`src/rtl/des_pkg.sv`:
```
// DES key-schedule tables, typedefs and bit-permutation helpers.
// Bit numbering follows DES: bit 1 is the MSB, i.e. the highest index of each [N:1] vector.
package des_pkg;

   typedef logic [64:1] key64_t;
   typedef logic [28:1] half28_t;
   typedef logic [48:1] subkey48_t;

   typedef enum logic [1:0] {IDLE, LOAD, EMIT} ks_state_t;

   localparam logic [6:0] PC1_T [56] = '{
      57, 49, 41, 33, 25, 17,  9,  1, 58, 50, 42, 34, 26, 18,
      10,  2, 59, 51, 43, 35, 27, 19, 11,  3, 60, 52, 44, 36,
      63, 55, 47, 39, 31, 23, 15,  7, 62, 54, 46, 38, 30, 22,
      14,  6, 61, 53, 45, 37, 29, 21, 13,  5, 28, 20, 12,  4};

   localparam logic [5:0] PC2_T [48] = '{
      14, 17, 11, 24,  1,  5,  3, 28, 15,  6, 21, 10,
      23, 19, 12,  4, 26,  8, 16,  7, 27, 20, 13,  2,
      41, 52, 31, 37, 47, 55, 30, 40, 51, 45, 33, 48,
      44, 49, 39, 56, 34, 53, 46, 42, 50, 36, 29, 32};

   localparam logic [1:0] SHIFT_T [16] = '{1, 1, 2, 2, 2, 2, 2, 2, 1, 2, 2, 2, 2, 2, 2, 1};

   function automatic logic [56:1] pc1(input key64_t k);
      logic [56:1] r;
      r = '0;
      for (int i = 0; i < 56; i++) r[6'(56 - i)] = k[7'd65 - PC1_T[i]];
      return r;
   endfunction

   function automatic subkey48_t pc2(input logic [56:1] cd);
      subkey48_t r;
      r = '0;
      for (int i = 0; i < 48; i++) r[6'(48 - i)] = cd[6'd57 - PC2_T[i]];
      return r;
   endfunction

   // Round 16 is carried as 4'd0, which the -1 wraps onto the last table entry.
   function automatic logic [1:0] shift_of(input logic [3:0] rnd);
      return SHIFT_T[rnd - 4'd1];
   endfunction

   function automatic half28_t rotl28(input half28_t h, input logic [1:0] n);
      return (n == 2'd2) ? {h[26:1], h[28:27]} : {h[27:1], h[28]};
   endfunction

   function automatic half28_t rotr28(input half28_t h, input logic [1:0] n);
      return (n == 2'd2) ? {h[2:1], h[28:3]} : {h[1], h[28:2]};
   endfunction

endpackage

```
`src/rtl/des_key_schedule_if.sv`:
```
// Key-in / subkey-out handshake bundle between key source, key schedule and round engine.
interface des_key_schedule_if;
   import des_pkg::*;

   key64_t    key;
   logic      mode;
   logic      key_valid;
   logic      key_ready;
   subkey48_t subkey;
   logic [3:0] round;
   logic      last;
   logic      sk_valid;
   logic      sk_ready;

   modport slave  (input  key, mode, key_valid, sk_ready,
                   output key_ready, subkey, round, last, sk_valid);
   modport master (output key, mode, key_valid, sk_ready,
                   input  key_ready, subkey, round, last, sk_valid);
endinterface

```
`src/rtl/des_pc2_perm.sv`:
```
// Combinational PC-2: compresses the 56-bit C||D state into a 48-bit round subkey.
module des_pc2_perm
   import des_pkg::*;
(
   input  logic [56:1] cd_i,
   output subkey48_t   subkey_o
);
   assign subkey_o = pc2(cd_i);
endmodule

```
`src/rtl/des_key_schedule.sv`:
```
// Sequential DES subkey generator: one key in, sixteen PC-2 subkeys out over valid/ready,
// forward order for encrypt and reverse order for decrypt.
module des_key_schedule
   import des_pkg::*;
#(
   parameter int ROUNDS = 16
) (
   input  logic               clk,
   input  logic               reset,
   des_key_schedule_if.slave  ks
);

   ks_state_t  state_q, state_d;
   half28_t    c_q, c_d, d_q, d_d;
   logic       mode_q, mode_d;
   logic [4:0] count_q, count_d;
   logic [3:0] round_q, round_d;
   subkey48_t  subkey_q, subkey_d;
   logic       sk_valid_q, last_q, key_ready_q;
   logic [1:0] sh;
   logic [56:1] pc1_key;
   logic       hs;

   assign pc1_key = pc1(ks.key);
   assign hs      = sk_valid_q && ks.sk_ready;

   always_comb begin
      state_d = state_q;
      c_d     = c_q;
      d_d     = d_q;
      mode_d  = mode_q;
      count_d = count_q;
      round_d = round_q;
      sh      = '0;
      unique case (state_q)
         IDLE: if (ks.key_valid && key_ready_q) begin
            {c_d, d_d} = pc1_key;
            mode_d     = ks.mode;
            count_d    = 5'd1;
            state_d    = LOAD;
         end
         // Decrypt starts from C16/D16, which equal C0/D0 after the full 28-bit rotation.
         LOAD: begin
            if (!mode_q) begin
               sh      = shift_of(4'd1);
               c_d     = rotl28(c_q, sh);
               d_d     = rotl28(d_q, sh);
               round_d = 4'd1;
            end else begin
               round_d = 4'd0;
            end
            state_d = EMIT;
         end
         EMIT: if (hs) begin
            if (count_q == 5'(ROUNDS)) begin
               state_d = IDLE;
            end else begin
               if (!mode_q) begin
                  sh      = shift_of(round_q + 4'd1);
                  c_d     = rotl28(c_q, sh);
                  d_d     = rotl28(d_q, sh);
                  round_d = round_q + 4'd1;
               end else begin
                  sh      = shift_of(round_q);
                  c_d     = rotr28(c_q, sh);
                  d_d     = rotr28(d_q, sh);
                  round_d = round_q - 4'd1;
               end
               count_d = count_q + 5'd1;
            end
         end
         default: state_d = IDLE;
      endcase
   end

   // Subkey is registered from the next C/D so it always matches the round shown.
   des_pc2_perm u_pc2 (
      .cd_i     ({c_d, d_d}),
      .subkey_o (subkey_d)
   );

   always_ff @(posedge clk) begin
      if (!reset) begin
         state_q     <= IDLE;
         c_q         <= '0;
         d_q         <= '0;
         mode_q      <= 1'b0;
         count_q     <= '0;
         round_q     <= '0;
         subkey_q    <= '0;
         sk_valid_q  <= 1'b0;
         last_q      <= 1'b0;
         key_ready_q <= 1'b0;
      end else begin
         state_q     <= state_d;
         c_q         <= c_d;
         d_q         <= d_d;
         mode_q      <= mode_d;
         count_q     <= count_d;
         round_q     <= round_d;
         subkey_q    <= subkey_d;
         sk_valid_q  <= (state_d == EMIT);
         last_q      <= (state_d == EMIT) && (count_d == 5'(ROUNDS));
         key_ready_q <= (state_d == IDLE);
      end
   end

   assign ks.key_ready = key_ready_q;
   assign ks.sk_valid  = sk_valid_q;
   assign ks.subkey    = subkey_q;
   assign ks.round     = round_q;
   assign ks.last      = last_q;

endmodule
```
`src/flat_wrapper.sv`:
```
// flat-port wrapper written by rule: the top's interface ports become plain ports
module des_key_schedule_flat import des_pkg::*;
#(
   parameter int ROUNDS = 16
)
  (clk, reset, ks_key, ks_mode, ks_key_valid, ks_sk_ready, ks_key_ready, ks_subkey, ks_round, ks_last, ks_sk_valid);
  des_key_schedule_if ks_i ();
  input  logic clk;
  input  logic reset;
  input wire logic [$bits(ks_i.key)-1:0] ks_key;
  input wire logic [$bits(ks_i.mode)-1:0] ks_mode;
  input wire logic [$bits(ks_i.key_valid)-1:0] ks_key_valid;
  input wire logic [$bits(ks_i.sk_ready)-1:0] ks_sk_ready;
  output wire logic [$bits(ks_i.key_ready)-1:0] ks_key_ready;
  output wire logic [$bits(ks_i.subkey)-1:0] ks_subkey;
  output wire logic [$bits(ks_i.round)-1:0] ks_round;
  output wire logic [$bits(ks_i.last)-1:0] ks_last;
  output wire logic [$bits(ks_i.sk_valid)-1:0] ks_sk_valid;
  assign ks_i.key = ks_key;
  assign ks_i.mode = ks_mode;
  assign ks_i.key_valid = ks_key_valid;
  assign ks_i.sk_ready = ks_sk_ready;
  assign ks_key_ready = ks_i.key_ready;
  assign ks_subkey = ks_i.subkey;
  assign ks_round = ks_i.round;
  assign ks_last = ks_i.last;
  assign ks_sk_valid = ks_i.sk_valid;
  des_key_schedule #(.ROUNDS(ROUNDS)) u_core (.clk(clk), .reset(reset), .ks(ks_i));
endmodule
```
`config.mk`:
```
export PLATFORM = sky130hd
export DESIGN_NAME = des_key_schedule_flat
export DESIGN_NICKNAME = d
export VERILOG_FILES = /design/src/rtl/des_pkg.sv /design/src/rtl/des_key_schedule_if.sv /design/src/rtl/des_pc2_perm.sv /design/src/rtl/des_key_schedule.sv /design/src/flat_wrapper.sv
export SDC_FILE = /design/constraint.sdc
export NUM_CORES = 1
export LEC_CHECK = 0
export BUFFER_PORTS_ARGS = -buffer_cell sky130_fd_sc_hd__buf_2
export CAP_MARGIN = 0
export CORE_MARGIN = 1
export CORE_UTILIZATION = 45
export CTS_CLUSTER_DIAMETER = 80
export DETAILED_ROUTE_END_ITERATION = 10
export PLACE_DENSITY = 0.64
export SETUP_SLACK_MARGIN = 0.1
export SLEW_MARGIN = 40
export SYNTH_ARGS = -nofsm -noshare
export SYNTH_HDL_FRONTEND = slang
export SYNTH_SLANG_ARGS = --single-unit
```
`constraint.sdc`:
```
create_clock -name clk -period 3.8 [get_ports clk]
set_clock_uncertainty 0.2 [all_clocks]
set_input_delay 0.76 -clock clk [delete_from_list [all_inputs] [get_ports clk]]
set_output_delay 0.76 -clock clk [all_outputs]
set_load 0.03 [all_outputs]
```
==> flow_summary.json <==
{
  "gp_congestion": 0.839,
  "grt_remaining_overflow": 0,
  "hold_path_class": "flip-flop to flip-flop",
  "synth_area_mm2": 0.00598,
  "ir_worst_vdd_v": 0.000330,
  "min_period_over_period": 0.792,
  "core_mm2": 0.0128,
  "relSlewSlack": 0.516,
  "period_minus_slack_ns": 3.01,
  "layout_commonest_cell": "a21oi_1",
  "numClockSinks": 71,
  "stdcell_area_mm2": 0.00652,
  "endpoint_kind": "flip-flop",
  "worst_slack_ns": 0.789,
  "synth_top_cell_area_share": 0.238,
  "p_total_w": 0.00499,
  "setup-tns-final_ns": 0,
  "synth.distinct_cells": 57,
  "ff_latch_area_mm2": 0.00143,
  "cts_buffer_depth": 2,
  "clock_latency_ns": 0.34,
  "crit_fanout": 30,
  "timing.hold.ws_ns": 0.344,
  "leakage_nw": 2.85,
  "ios": 124,
  "ys.flop_type": "dfxtp_1",
  "diodes": 0,
  "clk_pin_slew_worst_paths_ns": 0.06,
  "dp_hpwl_um": 10900,
  "cts_made_buffers": 9,
  "syn-instance-count": 769,
  "required_ns": 3.86,
  "routed_wl_um": 17500,
  "portBuffers": 73,
  "yosysWarnings": 0,
  "synth_top_cell_by_area": "dfxtp_1",
  "seq_area_frac_synth": 0.238,
  "die_area_mm2": 0.0138,
  "first_pass_iters": 7,
  "start_util": 0.469,
  "clockRootBuffer": "clkbuf_16",
  "cts_resized": 0,
  "post-place-ws_ns": 0.832,
  "fmax_ghz": 0.332,
  "ys_async_sr_fraction": 0,
  "final_cell_mix": "116 x a21oi_1, 73 x buf_2, 70 x dfxtp_1",
  "vias_per_cell": 6.15,
  "slew_viol_final": 0,
  "drt_drc_violations_left": 0,
  "avgSynthCellArea_um2": 7.78,
  "setup_violations": 0,
  "drtIter0Drc": 587,
  "antenna_found_initial": 0,
  "vias": 5856,
  "htreeDepth": 3,
  "arrival_ns": 3.08,
  "max-cap-violations": 0,
  "status": "finished, final reports clean",
  "cp-start-kind": "flip-flop",
  "criticalPathCategory": "flip-flop to flip-flop",
  "worst_pin_slew_ns": 0.724,
  "hold_viol": 0,
  "yosys_register_bits": 71,
  "area_growth_pct": 8.86,
  "holdBufCountCts": 0,
  "grt_util_all_layers": 0.251,
  "ys_top_cells_by_area": "dfxtp_1 24%, mux2i_1 11%, a21oi_1 9.7%",
  "rsz0062_at_grt": "no",
  "pwr_density_cell_mw_per_mm2": 766,
  "fp.dieW_um": 117,
  "multi_input_area_mm2": 0.00391,
  "post_cts_buffers": 0,
  "nets": 856,
  "synth-edff-count": 0,
  "grt_start_max_net_pins": 68,
  "die_h_um": 117,
  "wl_per_cell_um": 18.4,
  "place_area_mm2": 0.00614,
  "row_count": 41,
  "layout-drive-gt1-share": 0.182,
  "grt_pass1_vias": 5513,
  "nFillCells": 1220,
  "ant_nets": 0,
  "tritoncts": "yes",
  "grt_pass1_wl_um": 28600
}
[logic make-up after synthesis]
| logic type | after synthesis | synth area share |
|---|---|---|
| buf+inv | 125 | 0.125 |
| other cells | 1 | 0.000627 |
| compound gates | 304 | 0.307 |
| flops | 71 | 0.238 |
| fa+ha+maj | 12 | 0.0251 |
| simple gates | 146 | 0.114 |
| xor+xnor | 5 | 0.00732 |
| mux | 105 | 0.184 |
[final timing paths]
path	end	from	depth (start not counted)	slack [ns]
max	flip-flop	u_core.ks.round[0]	9	0.79
min	flip-flop	flip-flop	2	0.34
max reg2reg	flip-flop	u_core.ks.round[0]	9	0.79
min reg2reg	flip-flop	flip-flop	2	0.34
[layer usage]
metal,part of all wire,track usage
met4,0.017,0.102
met5,0,0
met3,0.059,0.0316
met2,0.48,0.411
met1,0.44,0.333
[metrics by stage]
| stage | util | cells |
|---|---|---|
| after floorplan | - | 785 |
| after global placement | 0.480 | 936 |
| after detailed placement | 0.480 | 936 |
| after CTS | 0.510 | 952 |
| after global routing | 0.510 | 952 |
| final | 0.510 | 952 |
[power by group]
part           switching (W)  internal, W  leakage [nW]
combinational        0.00158      0.00106          2.08
clock               0.000356     0.000745         0.186
sequential          0.000314     0.000938         0.580
[cell type report]
class,count,share of cell area
Tap cell,172,0.0330
Inverter,10,0.00576
Multi-Input combinational cell,589,0.600
Sequential cell,71,0.219
Timing Repair Buffer,94,0.0841
Clock buffer,11,0.0388
Clock inverter,5,0.0194
[synthesized netlist by cell type (all sizes together), types with 5 or more instances]
cell and n:
clkbuf 47, a221oi 19, o211ai 10, a22oi 10, nor3 13, buf 68, o21ai 102, a21oi 117
inv 10, or2 6, a211oi 6, dfxtp 71, o311ai 5, mux2i 67, mux2 38, nor2 61
a221o 9, and2 7, a222oi 7, nand2 37, ha 12
[worst max-delay path: stages, from the launching register on]
cell	delay (ns)
dfxtp_1	0.34
inv_1	0.08
ha_1	0.29
or4_1	0.55
a32o_4	0.54
buf_12	0.26
mux2i_1	0.16
or2_0	0.23
o311a_1	0.11
nor3_1	0.17
No activity file was read; power rests on OpenSTA's default activity.
